===== src/rtl/simon_datapath.sv =====
// -----------------------------------------------------------------------------
// simon_datapath
//
// Datapath responder for the Simon Says control FSM. It generates the pulse
// timing tick, builds a 32-entry colour sequence from a free-running Galois
// LFSR, checks player moves against the stored sequence, and drives the four
// colour LEDs.
//
// Ports:
//   clk            system clock
//   reset          asynchronous active-high reset
//   rst_seedgen    clears the seed counter (and the fail indication)
//   start          loads the LFSR from the seed counter, restarts the timer,
//                  clears the fail indication
//   load_colour    appends the current LFSR colour at mem[current_round]
//   load_speed     latches speed and restarts the timer
//   speed[2:0]     speed level 0..7 (period = BASE_TICKS >> speed)
//   flash_clk      LED display enable
//   check_round    segments remaining, counted down by the FSM
//   current_round  rounds completed / sequence length
//   player_input   one-hot player buttons
//   pulse          single-cycle timing tick (registered)
//   result         registered move match
//   led_out        registered colour LED drive
// -----------------------------------------------------------------------------
module simon_datapath #(
    parameter int unsigned BASE_TICKS   = 25000000,
    parameter int unsigned MIN_TICKS    = 1000000,
    parameter logic [15:0] DEFAULT_SEED = 16'hACE1
) (
    input  logic       clk,
    input  logic       reset,
    input  logic       rst_seedgen,
    input  logic       start,
    input  logic       load_colour,
    input  logic       load_speed,
    input  logic [2:0] speed,
    input  logic       flash_clk,
    input  logic [5:0] check_round,
    input  logic [5:0] current_round,
    input  logic [3:0] player_input,
    output logic       pulse,
    output logic       result,
    output logic [3:0] led_out
);

    localparam logic [31:0] BASE_TICKS_W = 32'(BASE_TICKS);
    localparam logic [31:0] MIN_TICKS_W  = 32'(MIN_TICKS);
    localparam logic [15:0] LFSR_MASK    = 16'hB400;

    // One Galois step: shift right, fold the mask in when a one falls out.
    // A zero state maps to zero, so an unloaded LFSR stays idle.
    function automatic logic [15:0] lfsr_step(input logic [15:0] state);
        logic [15:0] nxt;
        nxt = {1'b0, state[15:1]};
        if (state[0]) begin
            nxt = nxt ^ LFSR_MASK;
        end else begin
            nxt = nxt;
        end
        return nxt;
    endfunction

    // Two LFSR bits select one of the four one-hot colours.
    function automatic logic [3:0] encode_colour(input logic [1:0] sel);
        logic [3:0] colour;
        case (sel)
            2'd0:    colour = 4'b0001;
            2'd1:    colour = 4'b0010;
            2'd2:    colour = 4'b0100;
            2'd3:    colour = 4'b1000;
            default: colour = 4'b0000;
        endcase
        return colour;
    endfunction

    // Internal state
    logic [15:0] seed_cnt_r;
    logic [15:0] lfsr_r;
    logic [2:0]  spd_r;
    logic [31:0] tick_cnt_r;
    logic        pulse_r;
    logic        result_r;
    logic        fail_mode_r;
    logic [3:0]  last_input_r;
    logic [3:0]  led_r;
    logic [3:0]  mem_r [0:31];

    // Combinational helpers
    logic [15:0] seed_val_s;
    logic [15:0] lfsr_load_s;
    logic [3:0]  colour_s;
    logic [4:0]  addr_s;
    logic [3:0]  rd_data_s;
    logic [31:0] base_shift_s;
    logic [31:0] period_s;
    logic        timer_restart_s;
    logic        match_s;
    logic        miss_s;
    logic        unused_ok_s;

    // Only five address bits matter; the segment address wraps mod 32.
    assign unused_ok_s = check_round[5];

    // Seed counter free-runs so the sequence depends on when start arrives.
    always_ff @(posedge clk or posedge reset) begin
        if (reset) begin
            seed_cnt_r <= 16'h0000;
        end else if (rst_seedgen) begin
            seed_cnt_r <= 16'h0000;
        end else begin
            seed_cnt_r <= seed_cnt_r + 16'h0001;
        end
    end

    // Seed selection: a same-cycle rst_seedgen counts as a zero seed, and a
    // zero seed would lock the LFSR, so it is replaced by DEFAULT_SEED.
    always_comb begin
        seed_val_s  = seed_cnt_r;
        lfsr_load_s = DEFAULT_SEED;
        if (rst_seedgen) begin
            seed_val_s = 16'h0000;
        end else begin
            seed_val_s = seed_cnt_r;
        end
        if (seed_val_s == 16'h0000) begin
            lfsr_load_s = DEFAULT_SEED;
        end else begin
            lfsr_load_s = seed_val_s;
        end
    end

    // LFSR: load on start, otherwise advance every cycle.
    always_ff @(posedge clk or posedge reset) begin
        if (reset) begin
            lfsr_r <= 16'h0000;
        end else if (start) begin
            lfsr_r <= lfsr_load_s;
        end else begin
            lfsr_r <= lfsr_step(lfsr_r);
        end
    end

    // The colour written uses the LFSR value before any same-cycle load.
    assign colour_s = encode_colour(lfsr_r[1:0]);

    // Sequence memory write; rounds beyond 31 are silently dropped. No reset
    // so stale entries simply get overwritten as rounds are re-added.
    always_ff @(posedge clk) begin
        if (load_colour && (current_round < 6'd32)) begin
            mem_r[current_round[4:0]] <= colour_s;
        end else begin
            mem_r[current_round[4:0]] <= mem_r[current_round[4:0]];
        end
    end

    // Segment being replayed/checked: oldest first as check_round counts down.
    assign addr_s    = current_round[4:0] - check_round[4:0];
    assign rd_data_s = mem_r[addr_s];

    // Speed register.
    always_ff @(posedge clk or posedge reset) begin
        if (reset) begin
            spd_r <= 3'd0;
        end else if (load_speed) begin
            spd_r <= speed;
        end else begin
            spd_r <= spd_r;
        end
    end

    // Pulse period with a floor so high speeds stay playable.
    assign base_shift_s = BASE_TICKS_W >> spd_r;

    // Period selection.
    always_comb begin
        period_s = base_shift_s;
        if (base_shift_s < MIN_TICKS_W) begin
            period_s = MIN_TICKS_W;
        end else begin
            period_s = base_shift_s;
        end
    end

    assign timer_restart_s = start | load_speed;

    // Tick counter and pulse: pulse is registered, so it appears the cycle
    // after the counter sits at period-1. The >= also recovers cleanly if the
    // counter is ever beyond a newly shortened period.
    always_ff @(posedge clk or posedge reset) begin
        if (reset) begin
            tick_cnt_r <= 32'd0;
            pulse_r    <= 1'b0;
        end else if (timer_restart_s) begin
            tick_cnt_r <= 32'd0;
            pulse_r    <= 1'b0;
        end else if (tick_cnt_r >= (period_s - 32'd1)) begin
            tick_cnt_r <= 32'd0;
            pulse_r    <= 1'b1;
        end else begin
            tick_cnt_r <= tick_cnt_r + 32'd1;
            pulse_r    <= 1'b0;
        end
    end

    // Move comparison: a multi-hot press never equals a one-hot colour, and
    // an idle (zero) input is neither a match nor a miss.
    always_comb begin
        match_s = 1'b0;
        miss_s  = 1'b0;
        if (player_input != 4'b0000) begin
            match_s = (player_input == rd_data_s);
            miss_s  = (player_input != rd_data_s);
        end else begin
            match_s = 1'b0;
            miss_s  = 1'b0;
        end
    end

    // Move result, last pressed buttons and sticky fail indication.
    always_ff @(posedge clk or posedge reset) begin
        if (reset) begin
            result_r     <= 1'b0;
            last_input_r <= 4'b0000;
            fail_mode_r  <= 1'b0;
        end else begin
            result_r <= match_s;
            if (player_input != 4'b0000) begin
                last_input_r <= player_input;
            end else begin
                last_input_r <= last_input_r;
            end
            if (start || rst_seedgen) begin
                fail_mode_r <= 1'b0;
            end else if (miss_s) begin
                fail_mode_r <= 1'b1;
            end else begin
                fail_mode_r <= fail_mode_r;
            end
        end
    end

    // LED drive: after a miss, show the wrong buttons instead of the sequence.
    always_ff @(posedge clk or posedge reset) begin
        if (reset) begin
            led_r <= 4'b0000;
        end else if (!flash_clk) begin
            led_r <= 4'b0000;
        end else if (fail_mode_r) begin
            led_r <= last_input_r;
        end else begin
            led_r <= rd_data_s;
        end
    end

    assign pulse   = pulse_r;
    assign result  = result_r;
    assign led_out = led_r;

endmodule


===== config.mk =====
export PLATFORM = sky130hd
export DESIGN_NAME = simon_datapath
export DESIGN_NICKNAME = d
export VERILOG_FILES = /design/src/rtl/simon_datapath.sv
export SDC_FILE = /design/constraint.sdc
export NUM_CORES = 1
export LEC_CHECK = 0
export ABC_AREA = 1
export BUFFER_PORTS_ARGS = -buffer_cell sky130_fd_sc_hd__buf_2
export CAP_MARGIN = 10
export CORE_MARGIN = 1
export CORE_UTILIZATION = 55
export CTS_CLUSTER_DIAMETER = 120
export DETAILED_ROUTE_END_ITERATION = 8
export PLACE_DENSITY = 0.76
export SYNTH_ARGS = -nofsm -noshare
export SYNTH_HDL_FRONTEND = slang
export SYNTH_SLANG_ARGS = --single-unit

===== constraint.sdc =====
create_clock -name clk -period 4.55 [get_ports clk]
set_clock_uncertainty 0.1 [all_clocks]
set_input_delay 0 -clock clk [delete_from_list [all_inputs] [get_ports clk]]
set_output_delay 0 -clock clk [all_outputs]
set_load 0.01 [all_outputs]

==> qor.csv, run 1 <==
metric,value,unit
placer congestion estimate,0.893,
CP Data Required Time,4.82,ns
die area,18800,um2
num rows,49,
Nets,1170,
Top delay family on crit path,simple AND/OR/NAND/NOR gates,
"Remaining Overflow, GRT",0,
Clock Pin Slew Worst Setup and Hold Paths,0.06,ns
Post-Syn Area,10000,um2
First-pass DRT Iterations,5,
final setup TNS,0,ns
number of synthesized register bits,206,
WL per Instance,16.1,um
RSZ-0062 raised after global routing,false,
CTS tree,yes,
max-cap violations,0,
CP max stage cell,dfrtp_1,
Total Routed Length,21700,um
Startpoint Class,flip-flop,
number of synthesized flops with an enable pin,128,
crit-path max FO,27,
top-count cell post-synth,nand2_1,
Tcrit/Tclk final,84.8,%
sequential share of the synthesized area,57.8,%
Synth top area share,38.3,%
Place WS,0.720,ns
post-detailed-route count of antenna-violating nets,0,
all-layer global routing usage,24.3,%
Syn. warnings,0,
final setup vio count,0,
Pwr per Cell Area,391,nW/um2
I/O Pins,32,
DRC,0,
insertion delay to the later sink of the worst-skew pair,0.51,ns
Setup CP Type,flip-flop to flip-flop,
worst ir drop on vdd,0.321,mV
initial DRC count,668,
"Distinct cells, synth",41,
synth-to-layout area growth,12.9,%
clock root cell,clkbuf_16,
WP buf/inv,5,
synthesized area per cell,9.54,um2
total CTS buffers,22,
final hold violation count,0,
"area leader, netlist",edfxtp_1,
Critical Path End Type,flip-flop,
placeable core area,17900,um2
Synth async-reset ratio,37.9,%
Worst Hold Class,input port to flip-flop,
Via density,5.56,
htree depth,1,
Leakage Power,0.00477,uW
share of cells above drive strength 1,9.02,%
first-pass GRT wire length,35700,um
vias in the first global route,7325,
IO Port Bufs,30,
Ant. Diodes,0,
Vias,7506,
maximum clock path buffer count,3,
initial antenna violation count,0,
"Primary FF master, synth",edfxtp_1,
CP max stage delay,0.51,ns
Die W,137,um
largest net degree at the start of global routing,79,
Final WS setup,0.690,ns
Post-Syn Instances,1051,
TritonCTS Sinks,206,
Least-Margin Pin Slew,1.16,ns
top post-synthesis cells by count,"nand2_1, nand3_1, edfxtp_1",
Initial Util,56.0,%
min cycle time layout,3.86,ns
Max Slew Vio Count,0,
Synth area leaders,"edfxtp_1, dfrtp_1, nand2_1, nand3_1, ha_1",
Die Ht,137,um
Crit path top cell by count,nand2_1,
critical-path cell list,inv_1 > ha_1 > inv_1 > nand2_1 > nor2_4 > inv_2 > nand2_2 > nand2_1 > nor2_2 > nand2_2 > nor2_4 > nand2_2 > xor2_1 > ha_1 > nand2_1 > inv_1 > nand3_1 > a21oi_1 > nor2_1 > o31ai_1 > nand2_1 > nand4_1 > buf_4 > nor3b_1,
postcts setup bufs,0,
post-cts gate resize count,0,
status,"finished, final reports clean",
HPWL Detailed,13500,um
Worst Path Arrival,4.13,ns
Post-CTS Hold Fix Bufs,24,
Max-Slew Margin vs Limit,22.8,%
Peak Freq,0.259,GHz
==> path summary, 6_finish.rpt <==
check                      depth (start not counted)        startpoint             to  slack [ns]
min                                                3  current_round[4]   mem_r[31][2]        0.01
min reg2reg                                        2         lfsr_r[3]      lfsr_r[2]        0.36
max                                               24          spd_r[2]  tick_cnt_r[4]        0.69
min in group asynchronous                          4             reset  seed_cnt_r[6]        0.25
max in group asynchronous                          4             reset     led_out[2]        3.46
max reg2reg                                       24          spd_r[2]  tick_cnt_r[4]        0.69
==> placed cells by master (no fill, tap or decap), types with 7 or more instances in the layout <==
| master | Yosys | routed |
|---|---|---|
| inv_1 | 83 | 82 |
| nor3_1 | 17 | 17 |
| dlygate4sd3_1 | 0 | 24 |
| o21ai_0 | 20 | 20 |
| clkbuf_16 | 0 | 23 |
| nor2_4 | 8 | 8 |
| buf_2 | 17 | 30 |
| xor2_1 | 20 | 20 |
| ha_1 | 35 | 34 |
| nor4_1 | 7 | 7 |
| dfrtp_1 | 78 | 78 |
| nand2_2 | 7 | 7 |
| nand2_1 | 266 | 266 |
| o31ai_1 | 7 | 7 |
| edfxtp_1 | 128 | 128 |
| nand3_1 | 132 | 132 |
| xnor2_1 | 7 | 7 |
| nor2_2 | 4 | 7 |
| nor2_1 | 108 | 105 |
| buf_4 | 2 | 7 |
| a21oi_1 | 46 | 46 |
| nand4_1 | 9 | 9 |
==> tightest hold or removal path: stages <==
cell and delay, ns:
buf_2 0.15, nand3_1 0.16, nor2_1 0.13
==> sequential cells by signal, indices dropped and copies added (netlist names) <==
signal,cells
fail_mode_r,1
result,1
tick_cnt_r,32
last_input_r,4
lfsr_r,16
pulse,1
seed_cnt_r,16
mem_r,128
spd_r,3
led_out,4
==> cell type report <==
class	count	area, um2
fill	1398	6580
timing repair buffer	61	443
multi-input combinational	729	3750
tap	229	287
clock inverter	4	68.8
clock buffer	32	639
sequential	206	5800
inverter	88	332
==> cell families (layout without fill, tap and decap cells) <==
family	Yosys count	count (layout)	synth area share [%]
fa+ha+maj	36	36	4.57
compound gates	90	90	5.08
other cells	2	6	0.0749
simple gates	570	570	25.1
flops	206	206	57.8
buf+inv	120	185	5.00
xor+xnor	27	27	2.36
==> where the power goes <==
group	total, uW	internal, uW	switching, uW	leakage (uW)
registers	2070	2050	20.7	0.00214
logic	590	186	404	0.00229
clock network	1770	1080	692	0.000346
total	4430	3310	1120	0.00477
==> metrics by stage <==
| stage | util (%) | power (uW) | instances | area (um2) | hold slack, ns |
|---|---|---|---|---|---|
| floorplan | - | 2510 | 1055 | 10000 | -0.00419 |
| global placement | 57.9 | 2650 | 1289 | 10400 | 0.107 |
| detailed placement | 57.9 | 2670 | 1289 | 10400 | 0.111 |
| CTS | 63.2 | 4440 | 1349 | 11300 | 0.00391 |
| global route | 63.2 | 4610 | 1349 | 11300 | 0.0505 |
| finish | 63.2 | 4430 | 1349 | 11300 | 0.0149 |
==> metal layers <==
metal | vias to the layer above | track usage [%] | wire (um) | share of wire (%)
li1 | 3646 | - | - | -
met1 | 3577 | 33.1 | 9540 | 44
met2 | 233 | 40.0 | 10400 | 48
met3 | 50 | 3.52 | 1260 | 5.8
met4 | 0 | 8.42 | 457 | 2.1
met5 | - | 0 | 0 | 0
Power figures use the tool's default switching activity.
==> run 2: changes to the inputs <==
- PLACE_DENSITY: 0.76 -> 0.79
- clock period: 4.55 -> 3.45 ns (I/O delays scaled with it)
==> run 2 against run 1 <==
Effect of this change:
- the run now ends with negative setup slack left
- core utilization increased by 4.2 points
- die area stayed put
- combinational power increased by 54%
- largest power group unchanged
- setup slack worse by 0.89 ns
- clock power increased by 45%
- fmax rose by 5.8%
- design area increased by 6.7%
==> qor.csv, run 2 (synthesized netlist as in run 1, its figures left out) <==
metric,value,unit
Finished Cell Area,12100,um2
post-detailed-route count of antenna-violating nets,0,
WL per Instance,18.2,um
share of cells above drive strength 1,17.3,%
violated checks,negative setup slack,
synth-to-layout area growth,20.5,%
status,"finished, violations left",
Nets,1207,
Worst Hold Class,input port to flip-flop,
TritonCTS Sinks,206,
max FFs per register,128,
max-cap violations,0,
Critical Path End Type,flip-flop,
"commonest non-fill, non-tap cells in the layout","nand2_1, nand3_1, edfxtp_1, nor2_1, dfrtp_1",
Ant. Diodes,0,
Die Ht,137,um
initial antenna violation count,0,
final setup TNS,-3.74,ns
first-pass GRT wire length,37000,um
maximum clock path buffer count,3,
initial DRC count,931,
placeable core area,17900,um2
CP Data Required Time,3.79,ns
worst ir drop on vdd,0.396,mV
final setup vio count,28,
"Remaining Overflow, GRT",0,
Max Slew Vio Count,0,
placer congestion estimate,0.848,
First-pass DRT Iterations,5,
Placed Area,10500,um2
final hold violation count,0,
RSZ-0062 raised after global routing,true,
Die W,137,um
"non-filler cells, final",1389,
Tcrit/Tclk final,106,%
all-layer global routing usage,25.4,%
Max-Slew Margin vs Limit,28.4,%
I/O Pins,32,
Initial Util,56.0,%
Clock Pin Slew Worst Setup and Hold Paths,0.07,ns
IO Port Bufs,30,
insertion delay to the later sink of the worst-skew pair,0.50,ns
die area,18800,um2
Final Core Density,67.5,%
Startpoint Class,flip-flop,
Placed Instances,1301,
total CTS buffers,23,
Least-Margin Pin Slew,1.07,ns
Pwr per Cell Area,512,nW/um2
DRC,0,
htree depth,1,
Fill cells,1224,
CTS tree,yes,
min cycle time layout,3.65,ns
largest net degree at the start of global routing,69,
Vias,8072,
Leakage Power,0.00506,uW
crit-path max FO,5,
vias in the first global route,7561,
Pwr Total,6180,uW
HPWL Detailed,13900,um
Via density,5.81,
Setup CP Type,flip-flop to flip-flop,
Worst Path Arrival,3.99,ns
clock root cell,clkbuf_16,
Final WS setup,-0.199,ns
Total Routed Length,25200,um
"commonest non-fill, non-tap cell in the layout",nand2_1,
Peak Freq,0.274,GHz
num rows,49,
[run 2: cell types whose count changed in the layout (fill, tap and decap cells not counted), sizes merged]
| cell | delta |
|---|---|
| clkbuf | -3 |
| dlygate4sd3 | -2 |
| inv | +2 |
| buf | +36 |
| clkinv | +7 |
[run 2: area by class of cell]
cell class                      count  area (um2)  share of cell area, %
Clock buffer                       27         676                   5.59
Inverter                           88         334                   2.77
Clock inverter                     13         121                   1.00
Multi-Input combinational cell    729        4070                   33.7
Sequential cell                   206        5800                   48.0
Timing Repair Buffer               97         796                   6.59
Tap cell                          229         287                   2.37
[run 2: timing repair]
| item | 4_1_cts | 5_1_grt |
|---|---|---|
| hold buffers | 22 | 0 |
| pin swaps | 9 | 20 |
| gates resized for setup | 16 | 78 |
| endpoints found under the hold margin | 78 | 0 |
| buffers inserted | 13 | 11 |
| endpoints found under the setup margin | 27 | 28 |
| cloned | 2 | 1 |
[run 2: final timing paths]
kind	from	to	slack (ns)	depth (start not counted)
worst max-delay path	spd_r[1]	tick_cnt_r[12]	-0.20	26
worst min-delay path	current_round[2]	mem_r[23][3]	0.02	3
worst max register to register	spd_r[1]	tick_cnt_r[12]	-0.20	26
worst min register to register	lfsr_r[9]	lfsr_r[8]	0.35	2
max in group asynchronous	reset	led_out[0]	2.22	4
min in group asynchronous	reset	seed_cnt_r[7]	0.07	3
[run 2: critical path, stage by stage, from the launching register on]
cell       delay [ns]
dfrtp_1          0.41
nor2_2           0.15
ha_2             0.22
inv_4            0.05
nand2_4          0.07
nor2_4           0.04
buf_4            0.15
nor4_4           0.20
inv_2            0.10
nand2_4          0.09
nor2_4           0.04
nand2_4          0.07
nor2_4           0.05
xor2_1           0.14
ha_1             0.31
nand2_2          0.09
inv_2            0.06
o21ai_2          0.06
a21oi_2          0.09
nor2_2           0.14
o31ai_2          0.08
nand2_1          0.08
nand4_1          0.20
buf_6            0.21
buf_6            0.11
clkbuf_16        0.15
nor2_4           0.10
[run 2: power breakdown]
group,switching (uW),total [uW],internal (uW)
combinational,602,906,304
clock,1010,2560,1550
sequential,25.6,2720,2700
[run 2: layer usage]
layer | up-vias | track usage, % | part of all wire, %
met2 | 411 | 42.8 | 49
met3 | 101 | 4.26 | 7.0
met4 | 0 | 8.73 | 3.9
met1 | 3831 | 33.0 | 40
li1 | 3729 | - | -
met5 | - | 0 | 0
[run 2: through the flow]
stage	hold slack, ns	setup WS (ns)
after global placement	0.0531	0.148
after floorplan	-0.00419	-0.00384
after CTS	0.00929	0.00351
final	0.0169	-0.199
after detailed placement	0.0555	-0.0161
after global routing	0.0549	-0.333
==> run 3: changes to the inputs <==
- BUFFER_PORTS_ARGS: -buffer_cell sky130_fd_sc_hd__buf_2 -> -buffer_cell sky130_fd_sc_hd__buf_4
==> run 3 against run 2 <==
Effect of this change:
- the run still ends with negative setup slack left
- first-iteration DRC count shrank 18%
- design area shrank 2.0%
- via count shrank 5.5%
- register-to-register slack gained 0.07 ns
- clock power shrank 4%
- hold slack gained 0.077 ns
- sequential power is essentially flat
- flip-flop and latch count is the same
- critical path type unchanged
- non-clock buffer count shrank 12
- fmax grew 1.9%
- critical endpoint is now tick_cnt_r[8]
==> qor.csv, run 3 (synthesized netlist as in run 1, its figures left out) <==
metric,value,unit
status,"finished, violations left",
violated checks,negative setup slack,
max FFs per register,128,
worst r2r src,spd_r[0],
Leakage Power,0.00498,uW
final setup vio count,22,
Clock Pin Slew Worst Setup and Hold Paths,0.06,ns
"Remaining Overflow, GRT",0,
worst r2r dst,tick_cnt_r[8],
Peak Freq,0.279,GHz
Worst Hold Class,input port to asynchronous set/reset pin,
Ant. Diodes,0,
CP max stage cell,dfrtp_1,
flop2flop setup slack,-0.13,ns
"commonest non-fill, non-tap cells in the layout","nand2_1, nand3_1, edfxtp_1, nor2_1, inv_1",
Worst Path Arrival,3.86,ns
synth-to-layout area growth,18.0,%
"non-filler cells, final",1376,
HPWL Detailed,13900,um
Max-Slew Margin vs Limit,31.4,%
post-detailed-route count of antenna-violating nets,0,
DRC,0,
WHS,0.0937,ns
insertion delay to the later sink of the worst-skew pair,0.50,ns
Placed Instances,1300,
Max Slew Vio Count,0,
Die Ht,137,um
Via density,5.55,
first-pass GRT wire length,34900,um
Vias,7631,
Final WS setup,-0.131,ns
crit-path max FO,7,
Die W,137,um
WP buf/inv,5,
htree depth,1,
Tcrit/Tclk final,104,%
placer congestion estimate,0.893,
min cycle time layout,3.58,ns
Initial Util,56.0,%
num rows,49,
TritonCTS Sinks,206,
initial antenna violation count,0,
Setup CP Type,flip-flop to flip-flop,
"commonest non-fill, non-tap cell in the layout",nand2_1,
Least-Margin Pin Slew,1.03,ns
Total Routed Length,22500,um
placeable core area,17900,um2
Nets,1194,
First-pass DRT Iterations,5,
die area,18800,um2
I/O Pins,32,
largest net degree at the start of global routing,69,
all-layer global routing usage,23.6,%
final hold violation count,0,
final setup TNS,-2.35,ns
initial DRC count,760,
Reg2Reg Depth,25,
max-cap violations,0,
vias in the first global route,7263,
clock root cell,clkbuf_16,
worst ir drop on vdd,0.357,mV
Startpoint Class,flip-flop,
total CTS buffers,22,
share of cells above drive strength 1,13.4,%
CTS tree,yes,
Pwr per Cell Area,512,nW/um2
CP Data Required Time,3.73,ns
CP max stage delay,0.40,ns
WL per Instance,16.4,um
Top delay family on crit path,simple AND/OR/NAND/NOR gates,
RSZ-0062 raised after global routing,true,
IO Port Bufs,30,
Crit path top cell by count,nand2_4,
maximum clock path buffer count,3,
Critical Path End Type,flip-flop,
## run 3: cell count changes in the layout (fill, tap and decap cells not counted), moves of 4 or more
cell	before	now
nor2_2	17	10
inv_2	10	5
clkbuf_16	29	25
nor2_1	78	99
nor2_4	25	11
inv_1	75	80
buf_2	30	0
clkinvlp_4	0	4
buf_4	36	54
## run 3: layer usage
metal  GRT usage, %  up-vias  part of all wire [%]
li1               -     3706                     -
met1           31.4     3582                    41
met2           39.5      285                    49
met3           4.11       58                   6.8
met4           7.26        0                   2.8
met5              0        -                     0
## run 3: how the worst max path moves through the flow
stage	start	endpoint	slack, ns	cells past startpoint
finish	spd_r[0]	tick_cnt_r[8]	-0.13	25
global route	spd_r[0]	tick_cnt_r[15]	-0.32	23
CTS	spd_r[1]	tick_cnt_r[13]	0.001	24
detailed placement	spd_r[1]	tick_cnt_r[4]	0.01	24
global placement	spd_r[2]	tick_cnt_r[4]	0.18	24
floorplan	spd_r[2]	tick_cnt_r[21]	-0.004	24
## run 3: per-stage QoR
| step | worst slack (ns) | total power (uW) | area (um2) | utilization [%] |
|---|---|---|---|---|
| 5_1_grt | -0.318 | 6290 | 11800 | 66.1 |
| 2_1_floorplan | -0.00384 | 3310 | 10000 | - |
| 6_report | -0.131 | 6060 | 11800 | 66.1 |
| 4_1_cts | 0.00128 | 6030 | 11600 | 64.6 |
| 3_3_place_gp | 0.180 | 3530 | 10500 | 58.9 |
| 3_5_place_dp | 0.0150 | 3550 | 10500 | 58.9 |
## run 3: worst reg2reg max path, stage by stage, from the launching register on
cell	delay (ns)
dfrtp_1	0.40
nor2_2	0.07
ha_2	0.19
inv_2	0.09
nand2_4	0.06
nor2_4	0.14
inv_4	0.05
nand2_4	0.07
nand2_4	0.07
nor2_4	0.14
nand2_2	0.09
nor2_4	0.15
nand2_4	0.08
xor2_2	0.15
ha_1	0.33
nand2_2	0.07
inv_2	0.07
nand3_4	0.06
a21oi_2	0.12
nor2_1	0.06
o31ai_1	0.22
nand2_1	0.10
nand4_1	0.21
buf_6	0.16
clkbuf_16	0.15
nor2_1	0.05
## run 3: layout make-up
type | count | area [um2]
clock buffer | 23 | 576
fill | 1297 | 6070
clock inverter | 16 | 190
inverter | 88 | 334
timing repair buffer | 85 | 759
tap | 229 | 287
multi-input combinational | 729 | 3890
sequential | 206 | 5800
## run 3: repair_timing
action / 4_1_cts / 5_1_grt
hold endpoints to repair: 133 / 0
hold buffers: 25 / 0
endpoints found under the setup margin: 0 / 28
resized for setup: 0 / 36
buffers inserted: 0 / 9
## run 3: power by group
group	switching [uW]	leakage (uW)	total, uW	internal, uW
Sequential	25.1	0.00214	2720	2700
Clock	949	0.000365	2460	1510
Combinational	573	0.00248	876	303
Total	1550	0.00498	6060	4510
